$ cat config.mk
export PLATFORM = sky130hd
export DESIGN_NAME = uart_rx_param
export DESIGN_NICKNAME = d
export VERILOG_FILES = /design/src/rtl/uart_pkg.sv /design/src/rtl/uart_rx_sync_filter.sv /design/src/rtl/uart_rx_param.sv
export SDC_FILE = /design/constraint.sdc
export NUM_CORES = 1
export LEC_CHECK = 0
export CORE_MARGIN = 3
export CORE_UTILIZATION = 30
export DETAILED_ROUTE_END_ITERATION = 10
export REMOVE_ABC_BUFFERS = 1
export SYNTH_ARGS = -nofsm -noshare
export SYNTH_HDL_FRONTEND = slang
export SYNTH_SLANG_ARGS = --single-unit
$ cat constraint.sdc
create_clock -name clk -period 2.35 [get_ports clk]
set_input_delay 0.47 -clock clk [delete_from_list [all_inputs] [get_ports clk]]
set_output_delay 0.47 -clock clk [all_outputs]
set_load 0.01 [all_outputs]
$ cat src/rtl/uart_pkg.sv
`default_nettype none
// ============================================================================
// Module   : uart_pkg
// Purpose  : Shared constants, FSM encoding and timing helpers for uart_rx_param
// Revision : 1.0 - initial release
// ============================================================================
package uart_pkg;

    localparam int PARITY_NONE = 0;
    localparam int PARITY_ODD  = 1;
    localparam int PARITY_EVEN = 2;

    typedef enum logic [2:0] {
        ST_IDLE   = 3'd0,
        ST_START  = 3'd1,
        ST_DATA   = 3'd2,
        ST_PARITY = 3'd3,
        ST_STOP   = 3'd4
    } rx_state_e;

    function automatic int calc_clks_per_bit(input int clk_freq, input int baud);
        return clk_freq / baud;
    endfunction

    function automatic int calc_cnt_width(input int clks_per_bit);
        return (clks_per_bit <= 2) ? 1 : $clog2(clks_per_bit);
    endfunction

endpackage
`default_nettype wire

$ cat src/rtl/uart_rx_sync_filter.sv
`default_nettype none
// ============================================================================
// Module   : uart_rx_sync_filter
// Purpose  : 2-FF synchroniser, 3-sample history, majority bit and falling edge
// Revision : 1.0 - initial release
// ============================================================================
module uart_rx_sync_filter (
    input  logic clk,
    input  logic rst_n,
    input  logic rx_i,
    output logic bit_o,
    output logic fall_o
);

    logic       sync1_q;
    logic       sync2_q;
    logic [2:0] hist_q;

    // Reset to the idle-high level so release never looks like a start edge
    always_ff @(posedge clk or negedge rst_n) begin
        if (!rst_n) begin
            sync1_q <= 1'b1;
            sync2_q <= 1'b1;
            hist_q  <= 3'b111;
        end else begin
            sync1_q <= rx_i;
            sync2_q <= sync1_q;
            hist_q  <= {hist_q[1:0], sync2_q};
        end
    end

    assign bit_o  = (hist_q[0] & hist_q[1]) | (hist_q[0] & hist_q[2]) | (hist_q[1] & hist_q[2]);
    assign fall_o = hist_q[0] & ~sync2_q;

endmodule
`default_nettype wire

$ cat src/rtl/uart_rx_param.sv
`default_nettype none
// ============================================================================
// Module   : uart_rx_param
// Purpose  : Parametrised UART receiver (5-9 data bits, N/O/E parity, 1-2 stop)
// Revision : 1.0 - initial release
// ============================================================================
module uart_rx_param
    import uart_pkg::*;
#(
    parameter int CLK_FREQ  = 50_000_000,
    parameter int BAUD      = 9600,
    parameter int DATA_BITS = 8,
    parameter int PARITY    = 0,
    parameter int STOP_BITS = 1
) (
    input  logic                 clk,
    input  logic                 rst_n,
    input  logic                 rs232_rx,
    output logic [DATA_BITS-1:0] rx_data,
    output logic                 rx_valid,
    input  logic                 rx_ready,
    output logic                 frame_err,
    output logic                 parity_err,
    output logic                 overrun,
    output logic                 rx_busy
);

    localparam int                CLKS_PER_BIT = calc_clks_per_bit(CLK_FREQ, BAUD);
    localparam int                HALF_BIT     = CLKS_PER_BIT / 2;
    localparam int                CNT_W        = calc_cnt_width(CLKS_PER_BIT);
    localparam logic [CNT_W-1:0]  CNT_LAST     = CNT_W'(CLKS_PER_BIT - 1);
    localparam logic [CNT_W-1:0]  CNT_HALF     = CNT_W'(HALF_BIT - 1);
    localparam logic [CNT_W-1:0]  CNT_ONE      = CNT_W'(1);
    localparam logic [3:0]        BIT_LAST     = 4'(DATA_BITS - 1);
    localparam logic              STOP_LAST    = (STOP_BITS == 2);

    rx_state_e              state_q, state_d;
    logic [CNT_W-1:0]       cnt_q, cnt_d;
    logic [3:0]             bit_idx_q, bit_idx_d;
    logic                   stop_idx_q, stop_idx_d;
    logic [DATA_BITS-1:0]   shift_q, shift_d;
    logic                   perr_q, perr_d;
    logic                   ferr_q, ferr_d;
    logic [DATA_BITS-1:0]   data_q, data_d;
    logic                   valid_q, valid_d;
    logic                   fe_q, fe_d;
    logic                   pe_q, pe_d;
    logic                   ovr_q, ovr_d;
    logic                   deliver;
    logic                   line_bit;
    logic                   line_fall;
    logic                   tick;
    logic                   par_exp;

    uart_rx_sync_filter u_filter (
        .clk    (clk),
        .rst_n  (rst_n),
        .rx_i   (rs232_rx),
        .bit_o  (line_bit),
        .fall_o (line_fall)
    );

    assign tick    = (cnt_q == CNT_LAST);
    assign par_exp = (PARITY == PARITY_ODD) ? ~^shift_q : ^shift_q;

    always_ff @(posedge clk or negedge rst_n) begin
        if (!rst_n) begin
            state_q    <= ST_IDLE;
            cnt_q      <= '0;
            bit_idx_q  <= '0;
            stop_idx_q <= 1'b0;
            shift_q    <= '0;
            perr_q     <= 1'b0;
            ferr_q     <= 1'b0;
            data_q     <= '0;
            valid_q    <= 1'b0;
            fe_q       <= 1'b0;
            pe_q       <= 1'b0;
            ovr_q      <= 1'b0;
        end else begin
            state_q    <= state_d;
            cnt_q      <= cnt_d;
            bit_idx_q  <= bit_idx_d;
            stop_idx_q <= stop_idx_d;
            shift_q    <= shift_d;
            perr_q     <= perr_d;
            ferr_q     <= ferr_d;
            data_q     <= data_d;
            valid_q    <= valid_d;
            fe_q       <= fe_d;
            pe_q       <= pe_d;
            ovr_q      <= ovr_d;
        end
    end

    always_comb begin
        state_d    = state_q;
        cnt_d      = tick ? '0 : cnt_q + CNT_ONE;
        bit_idx_d  = bit_idx_q;
        stop_idx_d = stop_idx_q;
        shift_d    = shift_q;
        perr_d     = perr_q;
        ferr_d     = ferr_q;
        deliver    = 1'b0;
        case (state_q)
            ST_IDLE: begin
                cnt_d = '0;
                if (line_fall) begin
                    state_d    = ST_START;
                    bit_idx_d  = '0;
                    stop_idx_d = 1'b0;
                    perr_d     = 1'b0;
                    ferr_d     = 1'b0;
                end
            end
            ST_START: begin
                if (cnt_q == CNT_HALF) begin
                    cnt_d   = '0;
                    state_d = line_bit ? ST_IDLE : ST_DATA;
                end
            end
            ST_DATA: begin
                if (tick) begin
                    shift_d = {line_bit, shift_q[DATA_BITS-1:1]};
                    if (bit_idx_q == BIT_LAST) begin
                        state_d = (PARITY != PARITY_NONE) ? ST_PARITY : ST_STOP;
                    end else begin
                        bit_idx_d = bit_idx_q + 4'd1;
                    end
                end
            end
            ST_PARITY: begin
                if (tick) begin
                    perr_d  = (line_bit != par_exp);
                    state_d = ST_STOP;
                end
            end
            ST_STOP: begin
                if (tick) begin
                    ferr_d = ferr_q | ~line_bit;
                    if (stop_idx_q == STOP_LAST) begin
                        deliver = 1'b1;
                        state_d = ST_IDLE;
                    end else begin
                        stop_idx_d = 1'b1;
                    end
                end
            end
            default: begin
                state_d = ST_IDLE;
                cnt_d   = '0;
            end
        endcase
    end

    // A word arriving in the accept cycle wins over the clear of rx_valid
    always_comb begin
        valid_d = valid_q;
        if (valid_q && rx_ready) begin
            valid_d = 1'b0;
        end
        if (deliver) begin
            valid_d = 1'b1;
        end
        ovr_d  = deliver & valid_q & ~rx_ready;
        data_d = deliver ? shift_q : data_q;
        fe_d   = deliver ? ferr_d  : fe_q;
        pe_d   = deliver ? perr_q  : pe_q;
    end

    assign rx_data    = data_q;
    assign rx_valid   = valid_q;
    assign frame_err  = fe_q;
    assign parity_err = pe_q;
    assign overrun    = ovr_q;
    assign rx_busy    = (state_q != ST_IDLE);

endmodule
`default_nettype wire

==> impl_metrics.env <==
export IMPL_core_rowCount=31
export IMPL_wl_per_cell_um=13.48
export IMPL_layout_commonest_cell="dfrtp_1"
export IMPL_grt_antenna_before_repair=0
export IMPL_core_um2=7331
export IMPL_ys_warn_count=0
export IMPL_period_share=0.9360
export IMPL_layout_drive_gt1_share=0.1943
export IMPL_grt_overflow=0
export IMPL_synth_edf_count=0
export IMPL_grt_use_total=0.1038
export IMPL_path_buf_inv=2
export IMPL_tritoncts="yes"
export IMPL_drv_slew=0
export IMPL_crit_type="flop to output pin"
export IMPL_dieArea_um2=8703
export IMPL_hp_class="input pin to async pin"
export IMPL_vdd_drop_max_uv=243.7
export IMPL_arrival_ns=1.73
export IMPL_cts_hold_fix_buffers=0
export IMPL_cts_inserted_buffers=5
export IMPL_worstMarginPinSlew_ns=0.5933
export IMPL_final_cell_mix="dfrtp_1, nor2_1, nor3_1, xnor2_1, clkdlybuf4s50_1"
export IMPL_drc_errors=0
export IMPL_finalCriticalPeriod_ns=2.200
export IMPL_grt_pass1_vias=1431
export IMPL_die_h_um=93.29
export IMPL_fmax_mhz=454.6
export IMPL_nFillCells=725
export IMPL_critPathLaunchType="flop"
export IMPL_grt_pass1_wl_mm=7.120
export IMPL_outcome="finished clean"
export IMPL_path_delay_family="buffers and inverters"
export IMPL_die_w_um=93.29
export IMPL_htree_levels=2
export IMPL_critPathSlowestCell="dfrtp_1"
export IMPL_vias_per_cell=4.742
export IMPL_cts_resized=0
export IMPL_reg2reg_slack_ns=0.22
export IMPL_ys_flop_type="dfrtp_1"
export IMPL_dp_hpwl_mm=2.858
export IMPL_io_buffer_count=16
export IMPL_synth_area_per_cell_um2=11.91
export IMPL_cts_setup_buffers=0
export IMPL_clock_sinks=47
export IMPL_fin_skew_ns=0.008441
export IMPL_area_growth_pct=15.65
export IMPL_cts_clk_slew_worst_paths_ns=0.09
export IMPL_io_pins=17
export IMPL_cp_data_required_time_ns=1.88
export IMPL_finalSetupViolations=0
export IMPL_crit_path_end_kind="output pin"
export IMPL_clockBufferDepth=2
export IMPL_async_flop_share=1.000
export IMPL_max_cap_violations=0
export IMPL_netlist_instances=192
export IMPL_drt_iter0_drc=68
export IMPL_ant_nets=0
export IMPL_insertion_delay_ns=0.31
export IMPL_total_leakage_power_nw=1.122
export IMPL_synth_seq_cells=47
export IMPL_routed_wl_mm=4.179
export IMPL_slew_headroom=0.5989
export IMPL_initial_core_util=0.3118
export IMPL_rr_startpoint="cnt_q[0]"
export IMPL_via_count=1470
export IMPL_diodes=0
export IMPL_synth_seq_area_share=0.5172
export IMPL_slowest_delay_ns=0.55
export IMPL_power_density_nw_per_um2=650.1
export IMPL_layout_nets=216
export IMPL_rsz0062_at_grt="false"
export IMPL_path_cells="inv_1, nand2_1, clkdlybuf4s50_1"
export IMPL_firstDrtPassIters=4
export IMPL_synth_area_um2=2286
export IMPL_reg2reg_depth=5
export IMPL_hold_slack_ns=0.2392
export IMPL_worst_r2r_endpoint="bit_idx_q[1]"
export IMPL_cts_root_buffer="clkbuf_8"
export IMPL_gp_congestion=0.8397
export IMPL_worstPathMaxFanout=10
export IMPL_fin_tns_setup_ns=0
export IMPL_grt_max_degree=48
export IMPL_final_hold_viol_count=0
export IMPL_synth_cell_types=45
==> how the worst max path moves through the flow <==
| stage | start | endpoint | cells past startpoint |
|---|---|---|---|
| floorplan | cnt_q[0] | cnt_q[10] | 5 |
| global placement | cnt_q[0] | bit_idx_q[1] | 5 |
| detailed placement | cnt_q[0] | bit_idx_q[1] | 5 |
| CTS | state_q[1] | rx_busy | 3 |
| global route | state_q[1] | rx_busy | 3 |
| finish | state_q[1] | rx_busy | 3 |
==> through the flow <==
step | power, mW | cell area (um2) | utilization | worst slack, ns | instances
after global routing | 1.815 | 2644 | 0.3606 | 0.02860 | 310
after floorplan | 1.053 | 2227 | - | 0.1326 | 184
final | 1.719 | 2644 | 0.3606 | 0.1505 | 310
after global placement | 1.122 | 2529 | 0.3449 | 0.3031 | 302
after CTS | 1.746 | 2644 | 0.3606 | 0.1277 | 310
after detailed placement | 1.124 | 2529 | 0.3449 | 0.2463 | 302
==> worst reg2reg max path: stages, from the launching register on <==
cell       delay (ns)
dfrtp_1          0.41
ha_1             0.28
nand4bb_1        0.18
or4_4            0.59
a21oi_4          0.22
mux2_1           0.33
==> final cells by class <==
class,instances,area (um2),area share
flip-flops and latches,47,1182,0.4472
repair buffers,19,177.7,0.06720
multi-input cells,132,1026,0.3881
clock buffers,5,68.82,0.02603
clock inverters,3,46.29,0.01751
well taps,99,123.9,0.04685
inverters,5,18.77,0.007099
==> cell usage after synthesis (all sizes together), types with 2 or more instances <==
cell type  instances  share of area
dfrtp             42           0.46
mux2              18           0.10
nor2              17          0.028
nor3              16          0.040
xnor2             15          0.057
nand2             10          0.016
buf                8          0.026
nand3              8          0.018
dfstp              5          0.057
inv                5         0.0082
nand4              5          0.014
nor4bb             4          0.018
mux2i              3          0.013
nand4bb            3          0.015
a21boi             2         0.0066
a31oi              2         0.0055
and3               2         0.0060
ha                 2          0.011
nand2b             2         0.0055
o21ai              2         0.0044
or4                2         0.0082
xor2               2         0.0077
==> power by group <==
group / internal [mW] / leakage, nW / switching [mW]
Sequential: 0.859 / 0.629 / 0.0711
Clock: 0.321 / 0.0548 / 0.288
Combinational: 0.0876 / 0.438 / 0.0925
==> flip-flops by register name, indices dropped and copies added (netlist names) <==
name / cells
u_filter.sync1_q: 1
rx_data: 8
cnt_q: 13
ferr_q: 1
shift_q: 8
parity_err: 1
perr_q: 1
state_q: 3
bit_idx_q: 4
u_filter.hist_q: 3
rx_valid: 1
frame_err: 1
u_filter.sync2_q: 1
overrun: 1
==> kinds of logic after synthesis <==
kind of cell               synth area share
DFF                                  0.5172
adders and majority gates           0.01532
xor gates and xnor gates            0.07499
AOI/OAI and AO/OA                   0.04762
and+or+nand+nor                      0.1960
buffers and inverters               0.03393
muxes                                0.1149
==> per-layer routing <==
metal / vias to the layer above / part of all wire / GRT usage
li1: 714 / - / -
met4: 0 / 0.0093 / 0.02930
met3: 4 / 0.036 / 0.03138
met1: 730 / 0.47 / 0.1397
met5: - / 0 / 0
met2: 22 / 0.48 / 0.1614
Note: power is estimated with default switching activity, not from simulation.
